**config.mk**
```make
export PLATFORM = sky130hd
export DESIGN_NAME = sobel_stream_filter_param
export DESIGN_NICKNAME = d
export VERILOG_FILES = /design/src/rtl/sobel_pkg.sv /design/src/rtl/sobel_stream_filter_param_window.sv /design/src/rtl/sobel_stream_filter_param.sv
export SDC_FILE = /design/constraint.sdc
export NUM_CORES = 1
export LEC_CHECK = 0
export ABC_AREA = 1
export CAP_MARGIN = 20
export CORE_MARGIN = 4
export CORE_UTILIZATION = 30
export DETAILED_ROUTE_END_ITERATION = 8
export SYNTH_ARGS = -nofsm -noshare
export SYNTH_HDL_FRONTEND = slang
export SYNTH_HIERARCHICAL = 1
export SYNTH_SLANG_ARGS = --single-unit
```
**constraint.sdc**
```tcl
create_clock -name csi_clkrst_clk -period 8.2 [get_ports csi_clkrst_clk]
set_clock_uncertainty 0.05 [all_clocks]
set_input_delay 2.46 -clock csi_clkrst_clk [delete_from_list [all_inputs] [get_ports csi_clkrst_clk]]
set_output_delay 2.46 -clock csi_clkrst_clk [all_outputs]
set_load 0.01 [all_outputs]
```
**src/rtl/sobel_pkg.sv**
```systemverilog
// Shared definitions for the parametrised Sobel stream filter: output modes,
// packet FSM encoding and the 3x3 kernel weights.
package sobel_pkg;

  localparam int MODE_MAG = 0;
  localparam int MODE_BIN = 1;

  typedef enum logic [1:0] {
    IDLE    = 2'd0,
    ACTIVE  = 2'd1,
    DISCARD = 2'd2
  } state_t;

  // Indexed [row][col]; row 0 is the oldest image row in the window.
  localparam logic signed [2:0] KX [3][3] = '{
    '{-3'sd1, 3'sd0, 3'sd1},
    '{-3'sd2, 3'sd0, 3'sd2},
    '{-3'sd1, 3'sd0, 3'sd1}
  };
  localparam logic signed [2:0] KY [3][3] = '{
    '{-3'sd1, -3'sd2, -3'sd1},
    '{ 3'sd0,  3'sd0,  3'sd0},
    '{ 3'sd1,  3'sd2,  3'sd1}
  };

endpackage

```
**src/rtl/sobel_stream_filter_param_window.sv**
```systemverilog
// Two line buffers plus a two-column shift register; presents the 3x3 window
// that includes the pixel currently being accepted as its newest column.
module sobel_window3x3 #(
  parameter int DATA_W     = 8,
  parameter int IMG_X_SIZE = 5,
  parameter int XW         = 3
) (
  input  logic                  clk,
  input  logic                  en,
  input  logic [XW-1:0]         col,
  input  logic [DATA_W-1:0]     pixIn,
  output logic [9*DATA_W-1:0]   win
);

  // NOTE: line buffers and window registers have no reset; their contents are
  // always overwritten by the current packet before any output depends on them.
  logic [DATA_W-1:0] lineA [IMG_X_SIZE];
  logic [DATA_W-1:0] lineB [IMG_X_SIZE];
  logic [DATA_W-1:0] colOld [3];
  logic [DATA_W-1:0] colMid [3];
  logic [DATA_W-1:0] newCol [3];

  always_comb begin
    newCol[0] = lineB[col];
    newCol[1] = lineA[col];
    newCol[2] = pixIn;
    win = '0;
    for (int r = 0; r < 3; r++) begin
      win[(r*3+0)*DATA_W +: DATA_W] = colOld[r];
      win[(r*3+1)*DATA_W +: DATA_W] = colMid[r];
      win[(r*3+2)*DATA_W +: DATA_W] = newCol[r];
    end
  end

  always_ff @(posedge clk) begin
    if (en) begin
      lineB[col] <= lineA[col];
      lineA[col] <= pixIn;
      for (int r = 0; r < 3; r++) begin
        colOld[r] <= colMid[r];
        colMid[r] <= newCol[r];
      end
    end
  end

endmodule

```
**src/rtl/sobel_stream_filter_param.sv**
```systemverilog
// 3x3 Sobel edge filter on Avalon-ST raster packets with backpressure,
// magnitude/binary output and malformed-packet recovery.
module sobel_stream_filter_param
  import sobel_pkg::*;
#(
  parameter int                DATA_W     = 8,
  parameter int                IMG_X_SIZE = 5,
  parameter int                IMG_Y_SIZE = 5,
  parameter int                MODE       = 0,
  parameter logic [DATA_W+2:0] THRESH     = 128
) (
  input  logic              csi_clkrst_clk,
  input  logic              csi_clkrst_reset,
  input  logic [DATA_W-1:0] asi_sink1_data,
  input  logic              asi_sink1_startofpacket,
  input  logic              asi_sink1_endofpacket,
  input  logic              asi_sink1_valid,
  output logic              asi_sink1_ready,
  input  logic              aso_source1_ready,
  output logic [DATA_W-1:0] aso_source1_data,
  output logic              aso_source1_startofpacket,
  output logic              aso_source1_endofpacket,
  output logic              aso_source1_valid,
  output logic              pkt_err
);

  localparam int XW = $clog2(IMG_X_SIZE);
  localparam int YW = $clog2(IMG_Y_SIZE);
  localparam logic [XW-1:0] X_LAST = XW'(IMG_X_SIZE - 1);
  localparam logic [YW-1:0] Y_LAST = YW'(IMG_Y_SIZE - 1);

  state_t            state;
  logic [XW-1:0]     xCnt, curX;
  logic [YW-1:0]     yCnt, curY;
  logic              accept, counted, isLast, produce;
  logic [9*DATA_W-1:0] win;
  logic [DATA_W+2:0] px, magX, magY, mag;
  logic signed [DATA_W+2:0] gx, gy;
  logic [DATA_W-1:0] result;

  assign asi_sink1_ready = !aso_source1_valid | aso_source1_ready;
  assign accept          = asi_sink1_valid & asi_sink1_ready;

  // NOTE: every always_comb output gets a default first so no latch is inferred.
  always_comb begin
    counted = 1'b0;
    curX    = xCnt;
    curY    = yCnt;
    unique case (state)
      IDLE:    counted = asi_sink1_startofpacket;
      ACTIVE:  counted = 1'b1;
      DISCARD: counted = asi_sink1_startofpacket;
      default: counted = 1'b0;
    endcase
    if (asi_sink1_startofpacket) begin
      curX = '0;
      curY = '0;
    end
    isLast  = (curX == X_LAST) && (curY == Y_LAST);
    produce = accept && counted && (curX >= XW'(2)) && (curY >= YW'(2));
  end

  sobel_window3x3 #(
    .DATA_W     (DATA_W),
    .IMG_X_SIZE (IMG_X_SIZE),
    .XW         (XW)
  ) uWindow (
    .clk   (csi_clkrst_clk),
    .en    (accept && counted),
    .col   (curX),
    .pixIn (asi_sink1_data),
    .win   (win)
  );

  always_comb begin
    gx = '0;
    gy = '0;
    px = '0;
    for (int r = 0; r < 3; r++) begin
      for (int c = 0; c < 3; c++) begin
        px = {3'b000, win[(r*3+c)*DATA_W +: DATA_W]};
        gx = gx + $signed(px) * $signed({{DATA_W{KX[r][c][2]}}, KX[r][c]});
        gy = gy + $signed(px) * $signed({{DATA_W{KY[r][c][2]}}, KY[r][c]});
      end
    end
    magX = gx[DATA_W+2] ? unsigned'(-gx) : unsigned'(gx);
    magY = gy[DATA_W+2] ? unsigned'(-gy) : unsigned'(gy);
    mag  = magX + magY;
    if (MODE == MODE_MAG)
      result = (|mag[DATA_W+2:DATA_W]) ? '1 : mag[DATA_W-1:0];
    else
      result = (mag >= THRESH) ? '1 : '0;
  end

  // NOTE: sequential state uses non-blocking assignments so all registers
  // update together from the pre-edge values.
  always_ff @(posedge csi_clkrst_clk) begin
    if (csi_clkrst_reset) begin
      state                     <= IDLE;
      xCnt                      <= '0;
      yCnt                      <= '0;
      pkt_err                   <= 1'b0;
      aso_source1_valid         <= 1'b0;
      aso_source1_data          <= '0;
      aso_source1_startofpacket <= 1'b0;
      aso_source1_endofpacket   <= 1'b0;
    end else begin
      if (accept && counted) begin
        if (curX == X_LAST) begin
          xCnt <= '0;
          yCnt <= curY + YW'(1);
        end else begin
          xCnt <= curX + XW'(1);
          yCnt <= curY;
        end
        if (state == ACTIVE && asi_sink1_startofpacket) pkt_err <= 1'b1;
        if (asi_sink1_endofpacket) begin
          state <= IDLE;
          if (!isLast) pkt_err <= 1'b1;
        end else if (isLast) begin
          state   <= DISCARD;
          pkt_err <= 1'b1;
        end else begin
          state <= ACTIVE;
        end
      end else if (accept && state == DISCARD && asi_sink1_endofpacket) begin
        state <= IDLE;
      end

      // A new result may replace the one being popped in the same cycle.
      if (produce) begin
        aso_source1_valid         <= 1'b1;
        aso_source1_data          <= result;
        aso_source1_startofpacket <= (curX == XW'(2)) && (curY == YW'(2));
        aso_source1_endofpacket   <= isLast && asi_sink1_endofpacket;
      end else if (aso_source1_ready) begin
        aso_source1_valid <= 1'b0;
      end
    end
  end

endmodule

```
# --- Yosys cells after proc, flatten, opt, wreduce, memory -nomap -nowiden ---
# Memories as Yosys holds them, arrays and structs flattened.
# Index checks and enable logic that the tools add are counted.
classes:
  div: 0
  mul: 0
  addsub: 20
  n_eq_ne: 6
  muxes: 20
  n_reduce_logical: 15
  bitwise: 2
  order_cmp: 2
  n_shift: 0
ops:
  columns: ["cell", "count"]
  rows:
  - ["11-bit adder", 5]
  - ["11-bit by 9-bit adder with 11-bit output", 4]
  - ["8-bit negation with 11-bit output", 3]
  - ["11-bit by 10-bit adder with 11-bit output", 2]
  - ["11-bit 2-to-1 mux", 2]
  - ["11-bit negation", 2]
  - ["8-bit negation with 10-bit output", 2]
  - ["3-bit 2-to-1 mux", 4]
  - ["1-bit logical AND", 9]
  - ["1-bit 2-to-1 mux", 8]
  - ["2-bit 2-to-1 mux", 4]
  - ["8-bit 2-to-1 mux", 1]
  - ["3-bit by 1-bit adder with 3-bit output, second input constant", 2]
  - ["3-bit by 2-bit equality test with 1-bit output, second input constant", 2]
  - ["3-bit equality test, second input constant", 2]
  - ["3-bit by 2-bit >= comparator with 1-bit output, second input constant", 2]
  - ["2-bit nonzero test", 2]
  - ["3-bit OR reduction", 1]
  - ["2-bit by 1-bit equality test with 1-bit output, second input constant", 1]
  - ["2-bit equality test, second input constant", 1]
  - ["2-bit zero test", 1]
  - ["1-bit case mux with 2 select lines", 1]
  - ["2-bit OR reduction", 1]
  - ["1-bit AND", 1]
  - ["other kinds (2)", 2]
totals:
  romBits: 0
  ramBits: 128
  inputBits: 14
  latchBits: 0
  out_inout_bits: 13
  n_memories: 4
  elab_cells: 77
  ff_bits: 20
memory_table:
  columns: ["name", "words", "width", "rd", "rd_ports_with_merged_regs", "write_ports", "line_no", "text"]
  rows:
  - ["uWindow.lineA", 5, 8, 1, 0, 1, "sobel_stream_filter_param_window.sv:17", "logic [DATA_W-1:0] lineA [IMG_X_SIZE];"]
  - ["uWindow.lineB", 5, 8, 1, 0, 1, "sobel_stream_filter_param_window.sv:18", "logic [DATA_W-1:0] lineB [IMG_X_SIZE];"]
  - ["uWindow.colMid", 3, 8, 3, 0, 3, "sobel_stream_filter_param_window.sv:20", "logic [DATA_W-1:0] colMid [3];"]
  - ["uWindow.colOld", 3, 8, 3, 0, 3, "sobel_stream_filter_param_window.sv:19", "logic [DATA_W-1:0] colOld [3];"]

# --- Logic depth before layout (Yosys ltp) ---
# An unclocked memory read counts as a cell.
depth:
  word_depth: 12
  depth_mapped: 46
  mapped_depth_nobuf: 44

# --- By module ---
# Netlist, hierarchy kept.
by_module_without_submodules:
  columns: ["module", "cells_per_inst", "instances", "area_per_inst_um2", "seq_area_each_um2"]
  rows:
  - ["sobel_stream_filter_param", 763, 1, 5113.7, 400.4]
  - ["sobel_window3x3", 351, 1, 4814.6, 3843.7]

# --- Worst setup path before layout ---
# OpenSTA, ideal clock, no wires.
synth_timing:
  path_type: "input -> register"
  startpoint: "input port asi_sink1_startofpacket"
  endpoint: "register aso_source1_data[5]"
  t_required_ns: 8.041
  path_buffers: 1
  arrival_time_ns: 8.165
  setup_slack_ns: -0.124
  stages: 40
  setup_time_ns: 0.109
  path_cell_list: "nor2_1 -> inv_2 -> nor2_4 -> buf_4 -> nand3_1 -> nand3_1 -> fa_1 -> fa_1 -> inv_1 -> fa_1 -> inv_1 -> ha_1 -> inv_1 -> fa_1 -> inv_1 -> nand3_1 -> nand2_1 -> nand2_1 -> [... 4 more ...] -> a31oi_1 -> xor2_1 -> inv_1 -> ha_1 -> a21oi_1 -> nand2_1 -> nand2_1 -> nand2_1 -> nand2_1 -> nand2_1 -> nand3_1 -> nand2_1 -> xor2_1 -> nand3_1 -> nor2_4 -> nand3_1 -> nand2_1 -> inv_1"
synth_via:
  word_cells_on_any_way: 27
  cone_classes: "add/sub: 13; order compare: 2; mux: 6; reduce/logical: 4; memory: 2"
synth_rtl:
  columns: ["element", "line_no", "text"]
  rows:
  - ["start: declaration", "sobel_stream_filter_param.sv:15", "input logic asi_sink1_startofpacket,"]
  - ["3-bit 2-to-1 mux (*)", "sobel_stream_filter_param.sv:55", "if (asi_sink1_startofpacket) begin"]
  - ["memory 5 x 8 bit (*)", null, null]
  - ["net win[41]", "sobel_stream_filter_param.sv:36", "logic [9*DATA_W-1:0] win;"]
  - ["11-bit by 10-bit adder with 11-bit output (*)", "sobel_stream_filter_param.sv:82", "gx = gx + $signed(px) * $signed({{DATA_W{KX[r][c][2]}}, KX[r][c]});"]
  - ["11-bit adder (*)", "sobel_stream_filter_param.sv:82", null]
  - ["11-bit by 9-bit adder with 11-bit output (*)", "sobel_stream_filter_param.sv:82", null]
  - ["11-bit negation", "sobel_stream_filter_param.sv:86", "magX = gx[DATA_W+2] ? unsigned'(-gx) : unsigned'(gx);"]
  - ["11-bit 2-to-1 mux (*)", "sobel_stream_filter_param.sv:86", null]
  - ["11-bit adder (*)", "sobel_stream_filter_param.sv:88", "mag = magX + magY;"]
  - ["3-bit OR reduction", "sobel_stream_filter_param.sv:90", "result = (|mag[DATA_W+2:DATA_W]) ? '1 : mag[DATA_W-1:0];"]
  - ["8-bit 2-to-1 mux (*)", "sobel_stream_filter_param.sv:90", null]
  - ["end signal: assignment", "sobel_stream_filter_param.sv:133", "aso_source1_data <= result;"]
  - ["end: declaration", "sobel_stream_filter_param.sv:20", "output logic [DATA_W-1:0] aso_source1_data,"]
# The timed path passes the listed nets; every way through them passes the cells marked *.
# A chain may end at the register's enable or synchronous reset.

# --- Worst setup path after layout ---
layout_timing:
  startpoint: "input port asi_sink1_startofpacket"
  endpoint: "register aso_source1_data[4]"
layout_via:
  elab_chain_cells: 12
  word_cells_on_any_way: 27
  cone_classes: "add/sub: 13; order compare: 2; mux: 6; reduce/logical: 4; memory: 2"
layout_lines:
  columns: ["element", "line_no", "text"]
  rows:
  - ["3-bit 2-to-1 mux (*)", "sobel_stream_filter_param.sv:55", null]
  - ["net curX[1]", "sobel_stream_filter_param.sv:33", "logic [XW-1:0] xCnt, curX;"]
  - ["memory 5 x 8 bit (*)", null, null]
  - ["net win[18]", "sobel_stream_filter_param.sv:36", null]
  - ["11-bit by 9-bit adder with 11-bit output / 8-bit negation with 11-bit output (equally long branches)", "sobel_stream_filter_param.sv:82, sobel_stream_filter_param.sv:83", null]
  - ["11-bit adder (on tied branches)", "sobel_stream_filter_param.sv:82, sobel_stream_filter_param.sv:83", null]
  - ["11-bit by 10-bit adder with 11-bit output / 11-bit by 9-bit adder with 11-bit output (equally long branches)", "sobel_stream_filter_param.sv:82, sobel_stream_filter_param.sv:83", null]
  - ["11-bit adder / 11-bit by 10-bit adder with 11-bit output (equally long branches)", "sobel_stream_filter_param.sv:82, sobel_stream_filter_param.sv:83", null]
  - ["11-bit by 9-bit adder with 11-bit output (on tied branches)", "sobel_stream_filter_param.sv:82, sobel_stream_filter_param.sv:83", null]
  - ["11-bit negation (on tied branches)", "sobel_stream_filter_param.sv:86, sobel_stream_filter_param.sv:87", null]
  - ["11-bit 2-to-1 mux (on tied branches)", "sobel_stream_filter_param.sv:86, sobel_stream_filter_param.sv:87", null]
  - ["11-bit adder (*)", "sobel_stream_filter_param.sv:88", null]
  - ["3-bit OR reduction", "sobel_stream_filter_param.sv:90", null]
  - ["8-bit 2-to-1 mux (*)", "sobel_stream_filter_param.sv:90", null]
# Marks and branches as above.

==> summary by stage <==
Global routing
The leftover overflow at the end of global routing is 0. The global-route met2 utilization is between 20% and 30%. Entering global routing, the biggest net connects 52 pins. The number of antenna violations at the first check in global routing is 0. The layer flagged by global routing as most heavily used is met2. Global routing used ~13% of the available tracks across all layers.

The via count of the first global-routing pass was between 7,000 and 8,000. In the global route stage, met3 resource usage came out at 2.15%. The met1 track utilization from global routing is approximately 17%. The first global-routing pass estimated 36.7 mm of wire.

Setup path
Among all stages on the critical path, the largest delay is contributed by sky130_fd_sc_hd__fa_1. At the worst endpoint, the arrival time is just over 8000 ps. The startpoint class of the critical path is an input pin.

The required time at the worst-slack endpoint is between 8000 and 9000 ps. The worst setup path is captured at a register. The dominant cell type by count on the critical path is sky130_fd_sc_hd__inv_1. On the worst path, the slowest cell contributes a delay of around 510 ps. In this run the worst path has a maximum fanout of 8. The worst setup path is of the input pin to register kind.

Clock tree
The clock latency on the worst-skew pair is 420 ps. The post-CTS clock slew at the launch and capture registers of the worst setup and hold paths is around 60 ps. Counting along the longest clock path gives a buffer depth of 2. Buffers inserted to repair hold after CTS numbered 0.

The master cell of the clock root buffer is sky130_fd_sc_hd__clkbuf_16. TritonCTS created 17 clock buffers. The CTS tree is done. The number of clock sinks is 148.

The H-tree depth is 4.

Logic synthesis
A synthesized cell averages ~8.9 um^2. For this run, the number of Yosys warnings is 6. Synthesis produced a netlist with a net count of roughly 1,200.

The predominant post-synthesis flop cell is sky130_fd_sc_hd__edfxtp_1. Counting distinct cell types in the post-synthesis netlist gives 36. The area share of the leading cell type in the synthesized netlist is between 30% and 40%. Ranked by instance count, the synthesized netlist is headed by sky130_fd_sc_hd__inv_1 (269), sky130_fd_sc_hd__nand2_1 (243), sky130_fd_sc_hd__edfxtp_1 (128). Yosys mapped a number of flops with a built-in enable equal to around 130. The cell area after technology mapping is roughly 9900 um^2.

The share of the yosys chip area belonging to registers is 42.7%. Of all flip-flops after synthesis, the portion carrying an async set or reset was 0%. sky130_fd_sc_hd__inv_1 is the most common cell in the netlist. The biggest area contributor in the post-synthesis netlist is sky130_fd_sc_hd__edfxtp_1.

Synthesis produced approximately 1,100 cells. By area the synthesized netlist is led by sky130_fd_sc_hd__edfxtp_1 (39%), sky130_fd_sc_hd__fa_1 (13%), sky130_fd_sc_hd__inv_1 (10%), sky130_fd_sc_hd__nand2_1 (9.2%), sky130_fd_sc_hd__ha_1 (6.0%). The number of synthesized register bits is roughly 150.

Final layout
The repair_antennas step left the layout with diodes totalling 0. The number of non-filler instances in the completed layout is 1,740. For this run, the post-layout net count is about 1,400.

Compared with the post-synthesis result, the final layout area differs by 28.2%. Summing all non-filler instances in the final layout gives an area of 12,700 um^2. Cells with a size suffix above 1 make up about a fifth of the layout.

STA
The worst path uses 95.8% of the clock period. The number of max-slew violations in the final report is 0. The worst path needs approximately 7900 ps of the cycle, external delays included.

The normalized max-slew margin is ~40%. The slew at the pin closest to its max-slew limit is a little under 900 ps. Setup violations remaining at the end of the flow were counted as 0. The hold violation total from the final report is 0. The highest clock frequency the design can meet is about 0.13 GHz.

Drt
The mean number of vias per cell is 4.30. The detailed router finished its first iteration with 378 violations. The total detailed-routing wirelength is about 22 mm. After detailed routing, the number of remaining DRC violations is 0. The routed wire length per instance is approximately 13 um. For this run, the detailed router's first-pass iteration total came to 5. The detailed router placed about 7,500 vias in this run. The count of nets left with antenna violations once routing finished came out at 0.

Floorplanning
The starting density of the core is ~30%. The total I/O pin count is 27. The floorplan has 66 rows. The core area is about 33,000 um^2. The floorplan die height is approximately 190 um.

The floorplan step defined a die boundary enclosing ~36,000 um^2. Measured along the x axis, the die boundary spans 190 um.

Placed design
The total instance count after detailed placement is 1,697. Detailed placement ended at an HPWL of 17.4 mm. In this run the tool buffered the top-level ports with 26 buffer cells. At the end of routability-driven placement, the weighted congestion stood at approximately 0.84. The placed instance area is approximately 12,000 um^2.

Run status
The run finished with clean final reports.

Worst hold path
The worst hold path class is register to register.

Job
The reported max-cap violation count is 0.
worst max-delay path: cells and delay by family:
kind,cells,cell delay [ps]
AO/OA/AOI/OAI,3,420
XOR/XNOR,1,150
adder cells (fa/ha/maj),6,2260
buffers and inverters,12,910
AND/OR/NAND/NOR,17,1890
layer usage:
| metal | vias to the layer above | share of wire, % |
|---|---|---|
| met2 | 95 | 48 |
| met1 | 3555 | 47 |
| met4 | 0 | 1.3 |
| met3 | 22 | 2.8 |
| li1 | 3811 | - |
| met5 | - | 0 |
placed cells by master (no fill, tap or decap), types with 3 or more instances in the layout:
cell type,instances
sky130_fd_sc_hd__nand4_1,12
sky130_fd_sc_hd__nand3_1,91
sky130_fd_sc_hd__buf_6,6
sky130_fd_sc_hd__inv_2,9
sky130_fd_sc_hd__a21oi_1,23
sky130_fd_sc_hd__xor2_1,29
sky130_fd_sc_hd__or2_2,3
sky130_fd_sc_hd__ha_2,3
sky130_fd_sc_hd__ha_4,4
sky130_fd_sc_hd__fa_1,55
sky130_fd_sc_hd__buf_4,135
sky130_fd_sc_hd__edfxtp_1,128
sky130_fd_sc_hd__clkdlybuf4s50_1,25
sky130_fd_sc_hd__nand2_1,240
sky130_fd_sc_hd__dfxtp_1,20
sky130_fd_sc_hd__inv_1,263
sky130_fd_sc_hd__o21ai_0,12
sky130_fd_sc_hd__clkinvlp_4,5
sky130_fd_sc_hd__xnor2_1,5
sky130_fd_sc_hd__nor2_4,8
sky130_fd_sc_hd__nand3_2,18
sky130_fd_sc_hd__a21oi_2,3
sky130_fd_sc_hd__fa_2,8
sky130_fd_sc_hd__nor3_1,7
sky130_fd_sc_hd__nor2_1,67
sky130_fd_sc_hd__nand3_4,3
sky130_fd_sc_hd__a31oi_1,4
sky130_fd_sc_hd__clkbuf_16,17
sky130_fd_sc_hd__nand2_2,7
sky130_fd_sc_hd__ha_1,41
sky130_fd_sc_hd__nor2_2,5
sky130_fd_sc_hd__inv_6,4
sky130_fd_sc_hd__buf_12,7
final cells by class:
cell class,instances,area [um^2]
Inverter,273,1030
Clock inverter,14,151
Fill cell,3178,19900
Sequential cell,148,4240
Tap cell,442,553
Clock buffer,18,429
Multi-Input combinational cell,672,4850
Timing Repair Buffer,173,1470
final timing paths:
kind,start,end,slack (ps),cells past startpoint
worst min register to register,uWindow/colMid[0][13]$_DFFE_PP_,uWindow/colOld[0][13]$_DFFE_PP_,370,0
worst min-delay path,uWindow/colMid[0][13]$_DFFE_PP_,uWindow/colOld[0][13]$_DFFE_PP_,370,0
worst max-delay path,asi_sink1_startofpacket,aso_source1_data[4]$_SDFFE_PP0P_,350,39
worst max register to register,uWindow/colOld[0][0]$_DFFE_PP_,aso_source1_data[4]$_SDFFE_PP0P_,1660,34
sequential cells by signal, summed over array words and instances (netlist names), 2 cells and up:
register,count
uWindow/lineA,40
uWindow/lineB,40
uWindow/colMid,24
uWindow/colOld,24
aso_source1_data,8
xCnt,3
yCnt,3
state,2
repair_timing:
action | 4_1_cts | 5_1_grt
setup endpoints to repair | 8 | 8
endpoints found under the hold margin | 0 | 0
buffers inserted | 0 | 11
pin swaps | 2 | 35
gates resized for setup | 9 | 74
kinds of logic (layout without fill, tap and decap cells):
logic type	Yosys count	in the layout	synth area share [%]
and+or+nand+nor	472	472	20.7
buffers and inverters	294	478	11.7
DFF	148	148	42.7
adders and majority gates	111	111	18.8
AOI/OAI and AO/OA	55	55	3.09
xor gates and xnor gates	34	34	3.00
metrics by stage:
| stage | setup slack, ps | util [%] | hold WS, ps | TNS (ps) |
|---|---|---|---|---|
| after CTS | 34.6 | 37.8 | 370 | 0 |
| after global placement | -726 | 35.9 | 352 | -5740 |
| after floorplan | 15.6 | - | 350 | 0 |
| final | 347 | 39.0 | 368 | 0 |
| after detailed placement | -782 | 35.9 | 355 | -6180 |
| after global routing | -125 | 39.0 | 370 | -854 |
Power is left out: the tool's default activity adds up to more than one toggle a clock period on the data nets, which glitch-free logic cannot reach.
